$ cat src/rtl/reg_file.sv
// rtl/reg_file.sv - 8-entry register file (R0 hardwired zero), two combinational read ports, one write port, C/Z/N flags
module reg_file #(
   parameter int DATA_W = 16,
   parameter int ADDR_W = 3
) (
   input  logic              clk,
   input  logic              rst_n,
   input  logic [ADDR_W-1:0] rd_addr_a,
   input  logic [ADDR_W-1:0] rd_addr_b,
   output logic [DATA_W-1:0] rd_data_a,
   output logic [DATA_W-1:0] rd_data_b,
   input  logic              wr_en,
   input  logic [ADDR_W-1:0] wr_addr,
   input  logic [DATA_W-1:0] wr_data,
   input  logic              flag_en,
   input  logic              cb_in,
   output logic              flag_c,
   output logic              flag_z,
   output logic              flag_n
);

   localparam int NREG = 2 ** ADDR_W;

   // R0 has no storage; only R1..R(NREG-1) exist as flops
   logic [DATA_W-1:0] regs [NREG-1:1];

   always_ff @(posedge clk or negedge rst_n) begin
      if (!rst_n) begin
         for (int i = 1; i < NREG; i++) begin
            regs[i] <= '0;
         end
      end else if (wr_en && (wr_addr != '0)) begin
         regs[wr_addr] <= wr_data;
      end
   end

   // Flags track wr_data even when the write itself is discarded or disabled
   always_ff @(posedge clk or negedge rst_n) begin
      if (!rst_n) begin
         flag_c <= 1'b0;
         flag_z <= 1'b0;
         flag_n <= 1'b0;
      end else if (flag_en) begin
         flag_c <= cb_in;
         flag_z <= (wr_data == '0);
         flag_n <= wr_data[DATA_W-1];
      end
   end

   always_comb begin
      rd_data_a = '0;
      rd_data_b = '0;
      if (rd_addr_a != '0) rd_data_a = regs[rd_addr_a];
      if (rd_addr_b != '0) rd_data_b = regs[rd_addr_b];
   end

endmodule

$ cat config.mk
export PLATFORM = sky130hd
export DESIGN_NAME = reg_file
export DESIGN_NICKNAME = d
export VERILOG_FILES = /design/src/rtl/reg_file.sv
export SDC_FILE = /design/constraint.sdc
export NUM_CORES = 1
export LEC_CHECK = 0
export CORE_MARGIN = 10
export CORE_UTILIZATION = 26
export CTS_BUF_LIST = sky130_fd_sc_hd__clkbuf_4 sky130_fd_sc_hd__clkbuf_8
export DETAILED_ROUTE_END_ITERATION = 6
export SETUP_SLACK_MARGIN = 0.1
export SYNTH_ARGS = -nofsm -noshare
export SYNTH_HDL_FRONTEND = slang
export SYNTH_SLANG_ARGS = --single-unit
export TNS_END_PERCENT = 100
$ cat constraint.sdc
create_clock -name clk -period 2.25 [get_ports clk]
set_input_delay 0.5625 -clock clk [delete_from_list [all_inputs] [get_ports clk]]
set_output_delay 0.5625 -clock clk [all_outputs]
set_load 0.02 [all_outputs]
==> results.toml, run 1 <==
[outcome]
status = "complete, no violations"

[synth]
synth_xor_area_frac = 0
yosys.area_share.simple = 0.0407
synth_mux_area_frac = 0.386
ys.flop_type = "dfrtp_1"
synth-seq-cells = 115
synth_top_cells_by_count = "mux2_2 (126), dfrtp_1 (115), mux4_2 (32)"
seq_area_frac_synth = 0.455
yosys.cell_types.count = 30
synth_top_family_by_area = "multiplexers"
netlist_top_cells_area = "dfrtp_1 (45%), mux2_2 (22%), mux4_2 (11%)"
synth_top_area_cell = "dfrtp_1"
synth_compound_area_frac = 0.0674
synthesis.nets = 475
syn_inst = 445
syn-cell-area_sq_um = 6330
synthAdderAreaFrac = 0
synth_enable_flop_cells = 0
synthArstFlopShare = 1.00
syn_avg_cell_area_sq_um = 14.2
synth_warnings = 0
synth_top_cell_area_share = 0.455
yosysMostFrequentCell = "mux2_2"

[worst_setup_path]
startpoint = "rd_addr_a[0]"
timing.rr.end = "regs[7]$_DFFE_PN0P_"
arrival_ps = 1670
critical_path_class = "input port to output port"
rr_startpoint = "regs[7]$_DFFE_PN0P_"
crit_chain = "buf_12 > buf_4 > nor2b_4 > buf_4 > a22oi_1 > o21ai_4 > buf_6"
crit_top_cell = "buf_4"
critPathBufInv = 4
crit_path_top_delay_cell = "buf_4"
critPathLaunchType = "input port"
cp.required_ps = 1690
reg2regPathDepth = 2
cp-end-kind = "output port"
reg2reg_slack_ps = 1330
cp_top_family = "buffers and inverters"
crit_fanout = 7
critical_path.max_stage_delay_ps = 220

[cts]
root_buffer = "clkbuf_8"
clkTransAtPathRegs_ps = 60
cts_tree = "built"
h-tree-depth = 4
cts-buffers-inserted = 17
clock_sinks = 115
cts_buffer_depth = 2
worstSkewPairLatency_ps = 440

[cells_and_area]
areaGrowthSynthToFinish_pct = 47.4
num-nets-final = 617
drive_above_1_share = 0.736
n_antenna_cell = 0
stdcell_count = 923
fin_util = 0.387
fin_area_sq_um = 9330

[sta]
fin_crit_sh = 0.993
finalMaxSlewViolations = 0
period_needed_ps = 2230
fmax_ghz = 0.448
clock_skew_ps = 0
rsz0062_at_grt = "true"
relSlewSlack = 0.619
setup_ws_ps = 15.4
worstMarginPinSlew_ps = 566
hold_viol_final = 0
tns_ps = 0
setup-violations-final = 0

[grt]
overflow = 0
track_usage = 0.136
antenna_found_initial = 0
grt_pass1_vias = 5132
grt_start_max_net_pins = 38
grt_first_pass_wirelength_microns = 31900

[placed_design]
dp_cells = 852
globalplace.congestion = 0.773
pre_cts_ws_ps = -1020
postPlaceCellArea_sq_um = 7830
port_buffers = 64
dp_hpwl_microns = 12500

[route]
route.detailed.drc = 0
final_antenna_net_count = 0
drt_pre_antenna_iters = 4
dr_total_vias = 4539
avgViaCountPerCell = 4.92
wl_microns = 20900
avgRoutedWirePerCell_microns = 22.7
drtIter0Drc = 228

[die]
start_util = 0.263
die_y_microns = 176
io_pins = 65
coreArea_sq_um = 24100
die_area_sq_um = 31000
rows = 57
die_w_microns = 176

[worst_hold_path]
hold_class = "input port to async pin"

[pwr]
power.density_nw_per_um2 = 788
leakage_uw = 0.00392
ir_drop_mv = 0.448

[flow_run]
max-cap-violations = 0
==> how the worst max path moves through the flow <==
stage	end	slack, ps	depth (start not counted)
finish	rd_data_a[12]	20	7
CTS	rd_data_a[7]	-60	8
floorplan	rd_data_a[11]	60	5
global placement	rd_data_a[14]	-1000	7
detailed placement	rd_data_a[14]	-1020	7
global route	rd_data_a[12]	-10	7
==> area by class of cell <==
class / instances / area (sq um)
Fill cell: 2247 / 14800
Multi-Input combinational cell: 277 / 3590
Sequential cell: 115 / 2880
Timing Repair Buffer: 162 / 1980
Tap cell: 324 / 405
Clock buffer: 27 / 340
Clock inverter: 4 / 70.1
Inverter: 14 / 52.6
==> through the flow <==
stage	hold slack [ps]	power, uW
final	55.2	7350
after global routing	67.9	7670
after floorplan	267	4100
after detailed placement	477	4890
after CTS	48.9	7250
after global placement	479	4780
==> registers in the layout, summed over array words and instances, names as in the netlist <==
name / flops
flag_c: 1
regs: 112
flag_z: 1
flag_n: 1
==> layer usage <==
layer  up-vias  GRT usage  routed length [microns]
met1      2407      0.166                     8750
li1       1988          -                        -
met2       119      0.233                    10900
met5         -          0                        0
met4         0     0.0562                      457
met3        25     0.0258                      827
==> cell usage in the layout (no fill, tap or decap), types with 15 or more instances in the layout <==
| cell | instances |
|---|---|
| mux2_4 | 31 |
| buf_4 | 54 |
| mux2_2 | 115 |
| buf_12 | 23 |
| clkbuf_8 | 22 |
| dfrtp_1 | 115 |
| nand2_2 | 19 |
| clkdlybuf4s50_1 | 25 |
| buf_6 | 44 |
| o21ai_2 | 15 |
| mux4_2 | 32 |
==> timing repair <==
item	4_1_cts	5_1_grt
gates resized for setup	316	28
pin swaps	33	18
hold buffers	0	0
hold endpoints to repair	0	0
buffers inserted	24	7
setup endpoints to repair	32	32
gates cloned	9	1
==> worst register-to-register path, cell delays in order, from the launching register on <==
cell and delay [ps]:
dfrtp_1 400, buf_4 140, mux2_4 260
==> power by group <==
group / switching (uW) / internal (uW) / total, uW
logic: 1020 / 1450 / 2460
registers: 376 / 2520 / 2900
clock network: 808 / 1180 / 1990
total: 2200 / 5150 / 7350
==> kinds of logic after synthesis <==
kind of cell | count (synthesis)
AO/OA/AOI/OAI | 65
buffers and inverters | 53
flip-flops | 115
multiplexers | 178
AND/OR/NAND/NOR | 34
Note: power is estimated with default switching activity, not from simulation.
==> inputs of run 2 (changes only) <==
- CELL_PAD_IN_SITES_DETAIL_PLACEMENT: default -> 1
- CELL_PAD_IN_SITES_GLOBAL_PLACEMENT: default -> 1
- PLACE_DENSITY_LB_ADDON: default -> 0.1
==> run 2 against run 1 <==
  * Global-route usage is 0.47 points higher
  * Sequential share of layout area increased by 1.4 points
  * Die area stayed put
  * Non-clock buffer count down 14
  * First-iteration DRC count fell by 9.2%
  * Register-to-register slack got worse by 100 ps
  * Cell count decreased by 1.6%
  * Via count decreased by 4.2%
  * Sequential power about the same
  * Critical path type unchanged
  * Largest power group unchanged
==> results.toml, run 2 (same netlist as run 1, synthesis figures left out) <==
[outcome]
status = "complete, no violations"

[route]
avgRoutedWirePerCell_microns = 23.4
avgViaCountPerCell = 4.79
final_antenna_net_count = 0
route.detailed.drc = 0
dr_total_vias = 4350
wl_microns = 21200
drtIter0Drc = 207
drt_pre_antenna_iters = 4

[die]
start_util = 0.263
die_y_microns = 176
die_w_microns = 176
coreArea_sq_um = 24100
die_area_sq_um = 31000
rows = 57
io_pins = 65

[placed_design]
port_buffers = 64
dp_hpwl_microns = 13700
globalplace.congestion = 0.733
postPlaceCellArea_sq_um = 7780

[cells_and_area]
areaGrowthSynthToFinish_pct = 41.1
fin_area_sq_um = 8930
multi_input_area_sq_um = 3510
seqCellArea_sq_um = 2880
n_antenna_cell = 0
num-nets-final = 603
largest_register_ffs = 112
regMostFlops = "regs"
mostFrequentLayoutCell = "mux2_2"
nFillCells = 2510
drive_above_1_share = 0.733
final_cell_mix = "mux2_2 (120), dfrtp_1 (115), buf_4 (51)"
fin_util = 0.371

[worst_hold_path]
hold_class = "input port to async pin"

[sta]
tns_ps = 0
worstMarginPinSlew_ps = 510
fin_crit_sh = 0.991
relSlewSlack = 0.660
clock_skew_ps = 0
setup-violations-final = 0
finalMaxSlewViolations = 0
fmax_ghz = 0.449
hold_viol_final = 0
period_needed_ps = 2230
rsz0062_at_grt = "true"
hold_slack_ps = 44.5

[grt]
overflow = 0
grt_first_pass_wirelength_microns = 32700
grt_start_max_net_pins = 57
grt_pass1_vias = 4953
antenna_found_initial = 0
track_usage = 0.141

[cts]
worstSkewPairLatency_ps = 430
cts_hold_buf = 0
root_buffer = "clkbuf_8"
clkTransAtPathRegs_ps = 60
cts_tree = "built"
clock_sinks = 115
cts-buffers-inserted = 17
h-tree-depth = 4
cts_buffer_depth = 2

[worst_setup_path]
cp_top_family = "multiplexers"
critPathBufInv = 4
arrival_ps = 1670
cp-end-kind = "output port"
reg2regPathDepth = 3
critical_path_class = "input port to output port"
reg2reg_slack_ps = 1230
crit_chain = "buf_16 > buf_12 > mux4_2 > inv_2 > a21oi_2 > buf_6"
crit_fanout = 8
rr_startpoint = "regs[13]$_DFFE_PN0P_"
crit_path_top_delay_cell = "mux4_2"
critical_path.max_stage_delay_ps = 540
timing.rr.end = "regs[13]$_DFFE_PN0P_"
critPathLaunchType = "input port"
cp.required_ps = 1690

[pwr]
ir_drop_mv = 0.302
power.density_nw_per_um2 = 808
leakage_uw = 0.00374
power.total_uw = 7210

[flow_run]
max-cap-violations = 0
==> run 2: cell type report <==
| class | count | share of cell area |
|---|---|---|
| inverters | 14 | 0.00588 |
| clock inverters | 4 | 0.00784 |
| clock buffers | 26 | 0.0380 |
| well taps | 324 | 0.0454 |
| multi-input cells | 277 | 0.392 |
| flip-flops and latches | 115 | 0.322 |
| repair buffers | 148 | 0.188 |
==> run 2: metal layers <==
metal / wire length [microns] / share of wire / up-vias / track usage
li1: - / - / 1954 / -
met4: 130 / 0.0061 / 0 / 0.0297
met1: 10000 / 0.47 / 2338 / 0.184
met2: 10500 / 0.50 / 49 / 0.233
met5: 0 / 0 / - / 0
met3: 557 / 0.026 / 9 / 0.0337
==> run 2: stage by stage <==
step	setup WS (ps)	instances
after global placement	-1100	852
after CTS	11.5	904
after detailed placement	-1060	852
after floorplan	60.4	445
final	20.5	908
after global routing	-31.9	908
==> run 2: worst max-delay path by stage <==
stage               cells after the start  slack, ps             to         start
floorplan                               5         60  rd_data_a[11]  rd_addr_a[0]
global placement                        6      -1100  rd_data_b[10]  rd_addr_b[1]
detailed placement                      6      -1060  rd_data_b[10]  rd_addr_b[1]
CTS                                     6         10  rd_data_b[10]  rd_addr_b[0]
global route                            6        -30  rd_data_b[10]  rd_addr_b[0]
finish                                  6         20  rd_data_b[10]  rd_addr_b[0]
==> run 2: worst register-to-register path, stage by stage, from the launching register on <==
cell and delay [ps]:
dfrtp_1 400, buf_4 140, buf_4 120, mux2_4 250
==> run 2: repair_timing <==
action | 4_1_cts | 5_1_grt
endpoints found under the hold margin | 0 | 0
pin swaps | 38 | 7
resized for setup | 302 | 18
cloned | 4 | 0
endpoints found under the setup margin | 32 | 32
setup buffers | 18 | 4
==> run 2: where the power goes <==
group | internal [uW] | leakage, uW | switching, uW
Sequential | 2520 | 0.00138 | 366
Combinational | 1350 | 0.00214 | 943
Clock | 1190 | 0.000215 | 854
Total | 5050 | 0.00374 | 2160
==> inputs of run 3 (changes only) <==
- DONT_BUFFER_PORTS: default -> 1
==> run 3 against run 2 <==
  * The run now ends with negative hold slack left
  * Clock-buffer cell count unchanged
  * Maximum frequency rose by 1.9%
  * Setup slack better by 41 ps
  * First-iteration DRC count is 32% lower
  * Cell area fell by 13%
  * Combinational power down 18%
  * Non-clock buffer count fell by 99
  * Critical path type is now flip-flop to output port
==> results.toml, run 3 (same netlist as run 1, synthesis figures left out) <==
[die]
die_y_microns = 176
coreArea_sq_um = 24100
io_pins = 65
rows = 57
die_area_sq_um = 31000
start_util = 0.263
die_w_microns = 176

[cells_and_area]
largest_register_ffs = 112
regMostFlops = "regs"
mostFrequentLayoutCell = "mux2_2"
drive_above_1_share = 0.706
n_antenna_cell = 0
areaGrowthSynthToFinish_pct = 22.4
num-nets-final = 504
final_cell_mix = "mux2_2 (116), dfrtp_1 (115), mux4_2 (32), buf_6 (32), mux2_4 (30)"

[sta]
relSlewSlack = 0.650
clock_skew_ps = 0
finalMaxSlewViolations = 0
hold_viol_final = 115
period_needed_ps = 2190
rsz0062_at_grt = "true"
fin_crit_sh = 0.973
fmax_ghz = 0.457
hold_slack_ps = -177
worstMarginPinSlew_ps = 524
setup-violations-final = 0
tns_ps = 0

[cts]
clkTransAtPathRegs_ps = 70
worstSkewPairLatency_ps = 440
cts_tree = "built"
h-tree-depth = 4
root_buffer = "clkbuf_8"
clock_sinks = 115
cts_buffer_depth = 2
cts-buffers-inserted = 17

[route]
met1_length_microns = 8800
dr_total_vias = 3969
wl_met3_microns = 687
avgViaCountPerCell = 4.90
top_layer_used = "met4"
drt_pre_antenna_iters = 5
wl_microns = 19500
final_antenna_net_count = 0
route.detailed.drc = 0
met2WireLength_microns = 9780
avgRoutedWirePerCell_microns = 24.0
drtIter0Drc = 140

[outcome]
violations = "negative hold slack"
status = "finished with violations"

[placed_design]
port_buffers = 0
globalplace.congestion = 0.684
dp_hpwl_microns = 11600

[worst_setup_path]
critical_path.max_stage_delay_ps = 490
cp-end-kind = "output port"
arrival_ps = 1630
crit_chain = "mux4_2 > nand2_2 > o21ai_2 > buf_6"
critPathBufInv = 1
crit_fanout = 3
crit_path_top_delay_cell = "mux4_2"
critical_path_class = "flip-flop to output port"
critPathLaunchType = "flip-flop"
cp_top_family = "multiplexers"
cp.required_ps = 1690

[worst_hold_path]
hold_class = "input port to async pin"

[flow_run]
max-cap-violations = 0

[pwr]
power.density_nw_per_um2 = 845
leakage_uw = 0.00316
ir_drop_mv = 0.285
power.total_uw = 6550

[grt]
grt_first_pass_wirelength_microns = 29500
grt_start_max_net_pins = 116
antenna_found_initial = 0
overflow = 0
track_usage = 0.128
grt_pass1_vias = 4435
==> run 3: cell count changes in the layout (fill, tap and decap cells not counted), sizes merged <==
cell	change
clkdlybuf4s50	-25
buf	-74
clkinv	+3
bufinv	-2
==> run 3: power breakdown <==
| part | internal (uW) | switching (uW) |
|---|---|---|
| sequential | 2520 | 361 |
| clock | 943 | 841 |
| combinational | 1190 | 698 |
| total | 4650 | 1900 |
==> run 3: timing repair <==
| action | 4_1_cts | 5_1_grt |
|---|---|---|
| endpoints found under the setup margin | 32 | 32 |
| resized for setup | 59 | 50 |
| pin swaps | 19 | 20 |
| hold endpoints to repair | 115 | 115 |
| setup buffers | 7 | 4 |
==> run 3: routing by layer <==
layer	track usage	vias to the layer above
met5	0	-
met4	0.0336	0
met3	0.0331	15
met2	0.216	59
met1	0.160	2144
li1	-	1751
==> run 3: area by class of cell <==
cell class                      count  area [sq um]
Multi-Input combinational cell    277          3530
Timing Repair Buffer               49           526
Clock inverter                      5          25.0
Inverter                           14          52.6
Fill cell                        2556         16400
Sequential cell                   115          2880
Clock buffer                       26           333
Tap cell                          324           405
==> run 3: worst paths after layout <==
path	end	start	slack, ps	cells after the start
max reg2reg	regs[101]$_DFFE_PN0P_	regs[101]$_DFFE_PN0P_	1240	3
min reg2reg	regs[86]$_DFFE_PN0P_	regs[86]$_DFFE_PN0P_	530	1
min in group clk	flag_z$_DFFE_PN0P_	wr_data[14]	220	1
min	regs[48]$_DFFE_PN0P_	rst_n	-180	0
max	rd_data_a[10]	regs[106]$_DFFE_PN0P_	60	4
max in group asynchronous	regs[101]$_DFFE_PN0P_	rst_n	2210	0
==> run 3: worst register-to-register path, stage by stage (launching register included) <==
cell and delay [ps]:
dfrtp_1 390, buf_4 140, buf_4 120, mux2_2 250
==> run 3: stage by stage <==
step	setup WS [ps]	util	std cells	hold slack, ps	area [sq um]
finish	61.4	0.321	810	-177	7750
global route	-21.7	0.321	810	-219	7750
CTS	36.5	0.310	806	-211	7480
detailed placement	-495	0.284	768	276	6850
global placement	-440	0.284	768	276	6850
floorplan	60.4	-	445	267	6410
